<file path="src/rtl/fifo_rd_packer.sv">
// Read-domain FIFO consumer: pops WIDTH-bit entries through a first-word-fall-through port
// and packs RATIO of them into one registered output word; flush emits a partial word.
module fifo_rd_packer #(
  parameter int WIDTH = 8,
  parameter int RATIO = 4
) (
  input  logic                      rclk,
  input  logic                      rrstn,
  input  logic [WIDTH-1:0]          fifo_rdata,
  input  logic                      fifo_empty,
  output logic                      fifo_ren,
  input  logic                      flush,
  output logic [WIDTH*RATIO-1:0]    out_data,
  output logic [$clog2(RATIO):0]    out_cnt,
  output logic                      out_valid,
  input  logic                      out_ready
);

  localparam int CW = $clog2(RATIO) + 1;

  logic [RATIO-1:0][WIDTH-1:0] acc, acc_d;
  logic [CW-1:0]               lane_cnt, lane_cnt_d;
  logic                        flush_pend, flush_pend_d;
  logic                        word_done, out_free, xfer;

  // Handshake: a word moves downstream on any rising edge where out_valid && out_ready;
  // out_data/out_cnt hold while out_valid && !out_ready, and valid never drops unaccepted.
  assign word_done = (lane_cnt == CW'(RATIO)) || (flush_pend && (lane_cnt != '0));
  assign out_free  = !out_valid || out_ready;
  assign xfer      = word_done && out_free;

  // A full accumulator may still pop when its word leaves this cycle (lane 0 of the next).
  assign fifo_ren  = rrstn && !fifo_empty && !flush && !flush_pend &&
                     ((lane_cnt < CW'(RATIO)) || xfer);

  always_comb begin
    acc_d      = acc;
    lane_cnt_d = lane_cnt;
    if (fifo_ren) begin
      if (xfer) begin
        acc_d      = '0;
        acc_d[0]   = fifo_rdata;
        lane_cnt_d = CW'(1);
      end else begin
        acc_d[lane_cnt[CW-2:0]] = fifo_rdata;
        lane_cnt_d              = lane_cnt + CW'(1);
      end
    end else if (xfer) begin
      acc_d      = '0;
      lane_cnt_d = '0;
    end
  end

  // An empty accumulator has nothing to emit, so a pending flush simply retires.
  always_comb begin
    flush_pend_d = flush;
    if (flush_pend) flush_pend_d = !(xfer || (lane_cnt == '0));
  end

  always_ff @(posedge rclk or negedge rrstn) begin
    if (!rrstn) begin
      acc        <= '0;
      lane_cnt   <= '0;
      flush_pend <= 1'b0;
      out_data   <= '0;
      out_cnt    <= '0;
      out_valid  <= 1'b0;
    end else begin
      acc        <= acc_d;
      lane_cnt   <= lane_cnt_d;
      flush_pend <= flush_pend_d;
      if (xfer) begin
        out_data  <= acc;
        out_cnt   <= lane_cnt;
        out_valid <= 1'b1;
      end else if (out_ready) begin
        out_valid <= 1'b0;
      end
    end
  end

endmodule
</file>
<file path="config.mk">
export PLATFORM = sky130hd
export DESIGN_NAME = fifo_rd_packer
export DESIGN_NICKNAME = d
export VERILOG_FILES = /design/src/rtl/fifo_rd_packer.sv
export SDC_FILE = /design/constraint.sdc
export NUM_CORES = 1
export LEC_CHECK = 0
export CELL_PAD_IN_SITES_DETAIL_PLACEMENT = 1
export CELL_PAD_IN_SITES_GLOBAL_PLACEMENT = 2
export CORE_MARGIN = 1.5
export CORE_UTILIZATION = 36
export CTS_BUF_LIST = sky130_fd_sc_hd__clkbuf_4 sky130_fd_sc_hd__clkbuf_8 sky130_fd_sc_hd__clkbuf_16
export DETAILED_ROUTE_END_ITERATION = 10
export MAX_ROUTING_LAYER = met4
export PLACE_DENSITY = 0.86
export REMOVE_ABC_BUFFERS = 1
export SETUP_SLACK_MARGIN = 0.5
export SYNTH_ARGS = -nofsm -noshare
export SYNTH_HDL_FRONTEND = slang
export SYNTH_SLANG_ARGS = --single-unit
</file>
<file path="constraint.sdc">
create_clock -name rclk -period 5.15 [get_ports rclk]
set_clock_uncertainty 0.1 [all_clocks]
set_input_delay 0.515 -clock rclk [delete_from_list [all_inputs] [get_ports rclk]]
set_output_delay 0.515 -clock rclk [all_outputs]
set_load 0.05 [all_outputs]
</file>
# Word-level counts from Yosys, hierarchy flattened
# Cells that the tools add are included.
# word_totals
reg_bits	72
latch_bits	0
ramBits	0
rom_bits	0
inputBits	13
output_inout_bits	37
elab_cells	46
n_memories	0
# op_classes
n_addsub	1
multipliers	0
n_div	0
n_lt_le_gt_ge	3
eq_ne	1
shift	0
muxes	12
n_bitwise	0
n_reduce_logical	20
# ops
op	n
two-way mux 32 bit	3
bitwise mux 32 bit	1
demux 8 bit (select 2 bit)	1
two-way mux 3 bit	3
two-way mux 8 bit	1
logical AND 1 bit	7
logical NOT 1 bit	5
logical OR 1 bit	4
nonzero test 2 bit	2
adder 3 x 1 -> 3 bit (second input constant)	1
equality test 3 bit (second input constant)	1
logical NOT 3 bit	1
less-than comparator 2 x 3 -> 1 bit (second input constant)	1
less-than comparator 3 bit (second input constant)	1
two-way mux 1 bit	3
nonzero test 3 bit	1
>= comparator 2 x 1 -> 1 bit (second input constant)	1

# Longest topological paths before layout
# Gate-level depths: netlist of the first run.
# depth
ltp_word	7
depth_mapped	8
depth_no_buf	6

# Worst setup path after synthesis of the first run
# Ideal clock, no wire load.
# synth_path
path_kind	register -> output
startpoint	register out_valid
endpoint	output port fifo_ren
arrival_ns	1.672
required_time_ns	4.535
path_slack_ns	2.863
stages_incl_launch_ff	4
path_buffers	0
path_cell_list	dfrtp_1 nor2b_2 o21ai_0 and2_1
# synth_via
elab_chain_cells	5
# synth_rtl
element	line	text
start, declared	15	output logic out_valid,
start signal, assigned	67	out_valid <= 1'b0;
start signal, assigned	75	out_valid <= 1'b1;
start signal, assigned	77	out_valid <= 1'b0;
logical NOT 1 bit	29	assign out_free = !out_valid || out_ready;
logical OR 1 bit	29	
logical AND 1 bit	30	assign xfer = word_done && out_free;
logical OR 1 bit	34	((lane_cnt < CW'(RATIO)) || xfer);
logical AND 1 bit	33	assign fifo_ren = rrstn && !fifo_empty && !flush && !flush_pend &&
end, declared	11	output logic fifo_ren,
# No other way between the ends.

# Worst setup path after layout of the first run
# layout_path
startpoint	register lane_cnt[0]
endpoint	output port fifo_ren
# layout_via
elab_chain_cells	6
word_cells_on_any_way	8
classes_between	1 x order compare; 1 x eq/ne; 6 x reduce/logical
# layout_rtl
element	line	text
start, declared	22	logic [CW-1:0] lane_cnt, lane_cnt_d;
start signal, assigned	70	lane_cnt <= lane_cnt_d;
parallel branches: the longest is 4 deep, another holds less-than comparator 3 bit	--	
logical OR 1 bit *	34	
logical AND 1 bit *	33	
# Every way passes the cells marked *.

==> results of run 1 <==
power groups by stage:
| stage | registers [mW] | clock network (mW) | logic (mW) |
|---|---|---|---|
| floorplan | 1.06 | 0 | 0.234 |
| global placement | 0.801 | 0 | 0.757 |
| detailed placement | 0.805 | 0 | 0.767 |
| CTS | 0.796 | 0.458 | 0.771 |
| global route | 0.817 | 0.485 | 0.825 |
| finish | 0.793 | 0.444 | 0.760 |
area by class of cell:
class	count	area share (%)
Inverter	4	0.408
Clock inverter	6	1.60
Clock buffer	10	3.74
Tap cell	102	3.47
Timing Repair Buffer	52	13.9
Sequential cell	72	48.9
Multi-Input combinational cell	193	28.0
worst max-delay path: cells and delay by family (launching register included):
family          cells  cell delay, ns
compound gates      1            0.44
fa+ha+maj           1            0.25
buf+inv             2            0.94
flops               1            0.42
simple gates        2            0.33
worst paths after layout:
path,slack (ns),start,endpoint,cells past startpoint
worst max register to register,2.55,lane_cnt[0],acc[11],7
min in group rclk,0.36,acc[31],out_data[31],2
max in group asynchronous,4.05,rrstn,out_data[11],2
worst min-delay path,0.29,rrstn,lane_cnt[0],2
worst max-delay path,1.80,lane_cnt[0],fifo_ren,6
worst min register to register,0.36,acc[31],out_data[31],2
registers in the layout, indices dropped and copies added, names as in the netlist:
| signal | cells |
|---|---|
| out_cnt | 3 |
| lane_cnt | 3 |
| acc | 32 |
| out_data | 32 |
| flush_pend | 1 |
| out_valid | 1 |
layer usage:
metal	wire [um]	up-vias
met5	0	-
met4	148	0
met3	196	12
met2	3060	43
met1	2930	1015
li1	-	1001
metrics by stage:
step           power, mW  cells  worst slack (ns)  utilization (%)
6_report            2.00    439              1.80             47.2
5_1_grt             2.13    439              1.64             47.2
4_1_cts             2.03    439              1.80             47.2
3_5_place_dp        1.57    423              1.96             44.6
3_3_place_gp        1.56    423              2.03             44.6
2_1_floorplan       1.29    269              2.16                -
cell usage in the layout, fill, tap and decap left out, drive strengths merged:
cell           synthesis  routed
a21oi                  1       1
and3                   2       2
bufinv                 0       1
or2                    1       1
o21ai                  5       5
buf                   13       4
nor2b                  1       1
nand3                  3       3
o31ai                  1       1
clkinv                 0       5
nand2b                 1       1
and2                   1       1
mux2i                 25      25
nand4                  1       1
ha                     4       4
dfrtp                 72      72
nor4b                  1       1
nand2                125     125
nor2                  11      11
xnor2                  1       1
a22o                   8       8
clkbuf                 0      10
clkdlybuf4s50          0      48
inv                    4       4
a31oi                  1       1
cells by family after synthesis:
kind of cell | Yosys count | share of synthesized area [%]
compound gates | 16 | 3.90
xor+xnor | 1 | 0.300
fa+ha+maj | 4 | 1.71
buf+inv | 17 | 3.17
flops | 72 | 61.6
mux | 25 | 8.56
simple gates | 147 | 20.7
==> flow_summary.ini, run 1 <==
[clock_network]
root_buffer = clkbuf_8
clk_pin_slew_ns = 0.08
insertion_delay_ns = 0.35
post-cts-setup-buffers = 0
cts_max_path_buffers = 2
cts_tree = built
numClockSinks = 72
cts_hold_buf = 0
cts_made_buffers = 9
cts_resized = 0
cts_htree_levels = 3

[die]
ios = 50
die-area_mm2 = 0.00867
core_area_mm2 = 0.00781
die_x_um = 93.1
die_h_um = 93.1
rows = 32
initial_utilization_pct = 37.4

[global_route]
met2_usage_pct = 26.3
grt-busiest-layer = met2
grt_pass1_wl_um = 11000
met3_usage_pct = 3.90
antenna_found_initial = 0
gr-total-overflow = 0
gr-usage-met1_pct = 21.9
track_usage_pct = 17.3
grt_max_degree = 73
grt_pass1_vias = 2207

[cells_and_area]
n_antenna_cell = 0
area_delta_synth_final_pct = 26.0
finalNetCount = 349
drive_gt1_share_pct = 7.72
design_area_mm2 = 0.00368
fill_cells = 878
seq_area_mm2 = 0.00180
multi_input_comb_area_mm2 = 0.00103

[drt]
vias = 2071
vias_per_cell = 4.72
drcViolationCount = 0
drt_first_pass_iters = 4
postRouteWirelength_um = 6330
drtAntennaViolNets = 0
wire_per_inst_um = 14.4
drt_iter0_markers = 108

[timing]
min_period_ns = 3.35
hold-worst-slack_ns = 0.290
setup_viol = 0
hold_viol = 0
setup_tns_ns = 0
grt_setup_unrepaired = false
clock.fmax_ghz = 0.298
slew_violations = 0
period_share_pct = 65.1
tightest_slew_ns = 0.909
slew_headroom_pct = 39.4

[placed_design]
dp_hpwl_um = 3970
postPlaceCellArea_mm2 = 0.00349
io_buffers = 49
gp_congestion = 0.861

[power_and_ir_drop]
p_per_area_mw_per_mm2 = 542
swShare_pct = 40.6
power.leakage_nw = 1.94
clkPwrFrac_pct = 22.2
p_switching_mw = 0.810
internal-power_mw = 1.19
ir_drop_mv = 0.259
p_comb_share_pct = 38.0
power.share.sequential_pct = 39.7

[worst_setup_path]
crit_chain = inv_1, ha_1, nor2_1, o21ai_0, and2_1, clkdlybuf4s50_1
cp_max_fo = 5
cp_data_required_time_ns = 4.53
critPathSlowestCell = clkdlybuf4s50_1
crit_arrival_ns = 2.74
worst-setup-path-type = register to primary output
startpoint_type = register
max_stage_delay_ns = 0.82
end_kind = primary output

[run]
maxCapViolCount = 0

[yosys]
yosysSeqAreaShare_pct = 61.6
synth_area_leaders = dfrtp_1 62%, nand2_1 16%, mux2i_1 8.6%
synth_warnings = 0
synth_edf_count = 0
synth_ff_type = dfrtp_1
ys_async_sr_fraction_pct = 100
synth_top_area_share_pct = 61.6
yosys.area.top_type = dfrtp_1
synth.most_common_cell = nand2_1
avgSynthCellArea_um2 = 10.4
synth_cells = 282
ys_top_cells_by_count = 125 x nand2_1, 72 x dfrtp_1, 25 x mux2i_1, 11 x buf_2, 11 x nor2_1
synth-seq-cells = 72
ys_types = 23
synth_area_mm2 = 0.00292

[min_path]
holdCritPathClass = input pin to asynchronous set/reset pin

[run_status]
outcome = complete, no violations
Note: power is estimated with default switching activity, not from simulation.
==> run 2, diff against run 1 <==
CORE_UTILIZATION = 30   (was 36)
PLACE_DENSITY = 0.77   (was 0.86)
clock period = 3 ns   (was 5.15 ns; I/O delays follow)
==> run 2 against run 1 <==
  * Setup slack got worse by 1.1 ns
  * Worst hold slack got worse by 0.23 ns
  * Non-clock buffer count rose by 1
  * Core utilization fell by 7.3 points
  * First-iteration DRC count fell by 40%
  * Clock-buffer cell count did not move
  * Largest cell class unchanged
==> flow_summary.ini, run 2 (synthesis gave the netlist of run 1 again) <==
[clock_network]
cts_htree_levels = 3
cts_max_path_buffers = 2
cts_made_buffers = 9
cts_tree = built
insertion_delay_ns = 0.34
numClockSinks = 72
root_buffer = clkbuf_8
clk_pin_slew_ns = 0.07
cts_hold_buf = 0

[die]
initial_utilization_pct = 31.3
ios = 50
die-area_mm2 = 0.0103
core_area_mm2 = 0.00933
die_h_um = 102
rows = 35
die_x_um = 102

[global_route]
grt_pass1_vias = 2186
gr-total-overflow = 0
grt_max_degree = 73
grt_pass1_wl_um = 11100
antenna_found_initial = 0
track_usage_pct = 14.8

[power_and_ir_drop]
power.leakage_nw = 1.93
p_per_area_mw_per_mm2 = 910
ir_drop_mv = 0.331

[cells_and_area]
layout_commonest_cell = nand2_1
final_cell_mix = 125 x nand2_1, 72 x dfrtp_1, 47 x clkdlybuf4s50_1, 24 x mux2i_1
area_delta_synth_final_pct = 27.3
drive_gt1_share_pct = 8.61
design_area_mm2 = 0.00372
n_antenna_cell = 0
reg.largest.list = acc x32, out_data x32
finalNetCount = 351

[placed_design]
postPlaceCellArea_mm2 = 0.00354
dp_hpwl_um = 4350
io_buffers = 49
dp_slack_ns = 0.525
gp_congestion = 0.798

[timing]
grt_setup_unrepaired = false
setup_viol = 0
hold-worst-slack_ns = 0.0622
slew_headroom_pct = 37.7
min_period_ns = 2.35
clock.fmax_ghz = 0.426
tightest_slew_ns = 0.934
period_share_pct = 78.3
hold_viol = 0
setup_tns_ns = 0
fin_ws_ns = 0.652
slew_violations = 0

[worst_setup_path]
end_kind = primary output
worst-setup-path-type = register to primary output
crit_arrival_ns = 1.95
cp_max_fo = 5
startpoint_type = register
rrSetupSlack_ns = 0.72
rr_worst_depth = 7
cp_data_required_time_ns = 2.60

[drt]
drt_iter0_markers = 65
drtAntennaViolNets = 0
vias_per_cell = 4.42
wire_per_inst_um = 14.8
vias = 2061
drcViolationCount = 0
postRouteWirelength_um = 6890
drt_first_pass_iters = 4

[min_path]
holdCritPathClass = input pin to asynchronous set/reset pin

[run]
maxCapViolCount = 0

[run_status]
outcome = complete, no violations
==> run 2: cell count changes in the layout (fill, tap and decap cells not counted), sizes merged <==
cell and change:
buf +2, clkdlybuf4s50 -1, clkinv -2, bufinv -1, clkinvlp +1, nor2 +1
==> run 2: per-layer routing <==
metal | vias up | track usage [%] | routed length, um
met5 | - | - | 0
met4 | 0 | 7.48 | 133
met3 | 11 | 2.76 | 149
met2 | 29 | 22.6 | 3380
met1 | 1019 | 18.7 | 3230
li1 | 1002 | - | -
==> run 2: layout make-up <==
type,instances,area [um2]
clock inverter,4,22.5
timing repair buffer,53,532
inverter,4,15.0
clock buffer,10,138
fill,1060,5610
sequential,72,1800
multi-input combinational,194,1050
tap,129,161
==> run 2: power breakdown <==
group,internal [mW],total [mW],switching [mW]
Combinational,0.435,1.36,0.927
Clock,0.309,0.658,0.349
Sequential,1.22,1.36,0.142
Total,1.97,3.38,1.42
==> run 2: timing repair <==
action                                  in CTS  in global routing
buffers inserted                             0                  0
pin swaps                                    0                  1
gates cloned                                 0                  1
gates resized for setup                      1                  3
endpoints found under the setup margin       1                 12
==> run 2: through the flow <==
stage,utilization [%],power [mW],instances
final,39.9,3.38,466
after global routing,39.9,3.59,466
after CTS,39.7,3.40,465
after detailed placement,38.0,2.73,451
after global placement,38.0,2.70,451
after floorplan,-,2.22,269
==> run 2: worst max-delay path: stages (launching register included) <==
cell	delay [ns]
dfrtp_1	0.42
inv_1	0.12
ha_1	0.29
nor2_1	0.09
o21ai_2	0.22
and2_1	0.29
buf_12	0.17
==> run 2: path summary, 6_finish.rpt <==
check                            start           end
max                        lane_cnt[0]      fifo_ren
min                              rrstn     out_valid
max reg2reg                lane_cnt[0]        acc[8]
min reg2reg                    acc[19]  out_data[19]
max in group asynchronous        rrstn   out_data[1]
min in group rclk                rrstn   lane_cnt[1]
==> run 3, diff against run 2 <==
clock period = 2.1 ns   (was 3 ns; I/O delays follow)
==> run 3 against run 2 <==
  * The flow now finishes with violations (hold timing)
  * Setup slack got worse by 0.48 ns
  * Total power increased by 82%
  * Worst hold slack got worse by 0.069 ns
  * Clock-buffer cell count grew 3
  * Die area unchanged
  * Critical path depth increased by 3
  * Critical endpoint is now acc[2]
==> flow_summary.ini, run 3 (synthesis gave the netlist of run 1 again) <==
[run_status]
violations = hold timing
outcome = finished with violations

[cells_and_area]
final_cell_mix = 74 x nand2_1, 71 x dfrtp_1, 33 x dlygate4sd2_1, 26 x nand2_4, 25 x nand2_2
n_antenna_cell = 0
layout_commonest_cell = nand2_1
finalNetCount = 392
design_area_mm2 = 0.00466
area_delta_synth_final_pct = 59.5
reg.largest.list = acc x32, out_data x32
fill_cells = 1008
fin_util_pct = 50.0
drive_gt1_share_pct = 35.1

[drt]
drtAntennaViolNets = 0
vias = 2363
postRouteWirelength_um = 9220
drt_iter0_markers = 94
wire_per_inst_um = 18.1
drcViolationCount = 0
drt_first_pass_iters = 4
vias_per_cell = 4.65

[timing]
slew_headroom_pct = 37.8
clock.fmax_ghz = 0.520
period_share_pct = 91.6
slew_violations = 0
hold_viol = 4
setup_viol = 0
tightest_slew_ns = 0.933
grt_setup_unrepaired = true
hold-worst-slack_ns = -0.00668
min_period_ns = 1.92

[global_route]
antenna_found_initial = 0
gr-total-overflow = 0
track_usage_pct = 18.6
grt_pass1_wl_um = 13900
grt_max_degree = 73
grt_pass1_vias = 2668

[worst_setup_path]
worst-setup-path-type = register to register
cp.buffers_inverters = 4
crit_family = buffers and inverters
cp_data_required_time_ns = 2.23
end_kind = register
cpMostUsedCell = buf_6
max_stage_delay_ns = 0.38
critPathSlowestCell = dfrtp_1
crit_arrival_ns = 2.05
crit_chain = inv_2, ha_4, mux2i_4, buf_6, buf_6, nor2_4, a31oi_1, buf_4, a22o_1
cp_max_fo = 8
startpoint_type = register

[placed_design]
io_buffers = 49
gp_congestion = 0.813
postPlaceCellArea_mm2 = 0.00361
dp_hpwl_um = 4650

[clock_network]
cts_max_path_buffers = 2
cts_htree_levels = 3
clk_pin_slew_ns = 0.08
root_buffer = clkbuf_8
numClockSinks = 72
insertion_delay_ns = 0.35
cts_made_buffers = 9
cts_tree = built
cts_hold_buf = 0

[power_and_ir_drop]
power.leakage_nw = 2.61
ir_drop_mv = 0.440
total_power_mw = 6.16
p_per_area_mw_per_mm2 = 1320

[die]
initial_utilization_pct = 31.3
die_x_um = 102
core_area_mm2 = 0.00933
rows = 35
ios = 50
die-area_mm2 = 0.0103
die_h_um = 102

[min_path]
holdCritPathClass = input pin to asynchronous set/reset pin

[run]
maxCapViolCount = 0
==> run 3: final timing paths <==
| path | startpoint | end | slack [ns] | depth (start not counted) |
|---|---|---|---|---|
| worst min register to register | out_data[17] | out_data[17] | 0.37 | 2 |
| worst max-delay path | lane_cnt[1] | acc[2] | 0.18 | 9 |
| min in group rclk | rrstn | lane_cnt[1] | 0.36 | 5 |
| max in group asynchronous | rrstn | flush_pend | 1.28 | 2 |
| worst min-delay path | rrstn | flush_pend | -0.007 | 2 |
| worst max register to register | lane_cnt[1] | acc[2] | 0.18 | 9 |
==> run 3: layout make-up <==
class,count,area [um2],share of cell area (%)
Multi-Input combinational cell,193,1360,29.1
Clock buffer,13,173,3.70
Tap cell,129,161,3.46
Inverter,4,15.0,0.322
Sequential cell,72,1800,38.7
Clock inverter,2,13.8,0.295
Timing Repair Buffer,95,1140,24.4
==> run 3: per-layer routing <==
layer | part of all wire [%] | wire length, um | up-vias | global-route usage (%)
met3 | 2.7 | 245 | 8 | 2.55
li1 | - | - | 1091 | -
met5 | 0 | 0 | - | -
met1 | 42 | 3900 | 1225 | 21.4
met2 | 54 | 4950 | 39 | 32.9
met4 | 1.3 | 121 | 0 | 7.05
==> run 3: report_power, final <==
| group | switching, mW | internal (mW) |
|---|---|---|
| Combinational | 1.75 | 1.34 |
| Sequential | 0.260 | 1.74 |
| Clock | 0.531 | 0.534 |
==> run 3: what timing repair did <==
| item | 4_1_cts | 5_1_grt |
|---|---|---|
| pin swaps | 10 | 33 |
| setup endpoints to repair | 107 | 74 |
| cloned | 7 | 4 |
| setup buffers | 18 | 7 |
| hold endpoints to repair | 0 | 0 |
| gates resized for setup | 89 | 72 |
==> run 3: stage by stage <==
step	setup WS, ns	instances	TNS [ns]
final	0.176	508	0
after global routing	0.119	508	0
after CTS	0.236	497	0
after detailed placement	-0.0753	457	-1.30
after global placement	0.0903	457	0
after floorplan	-0.888	269	-25.25
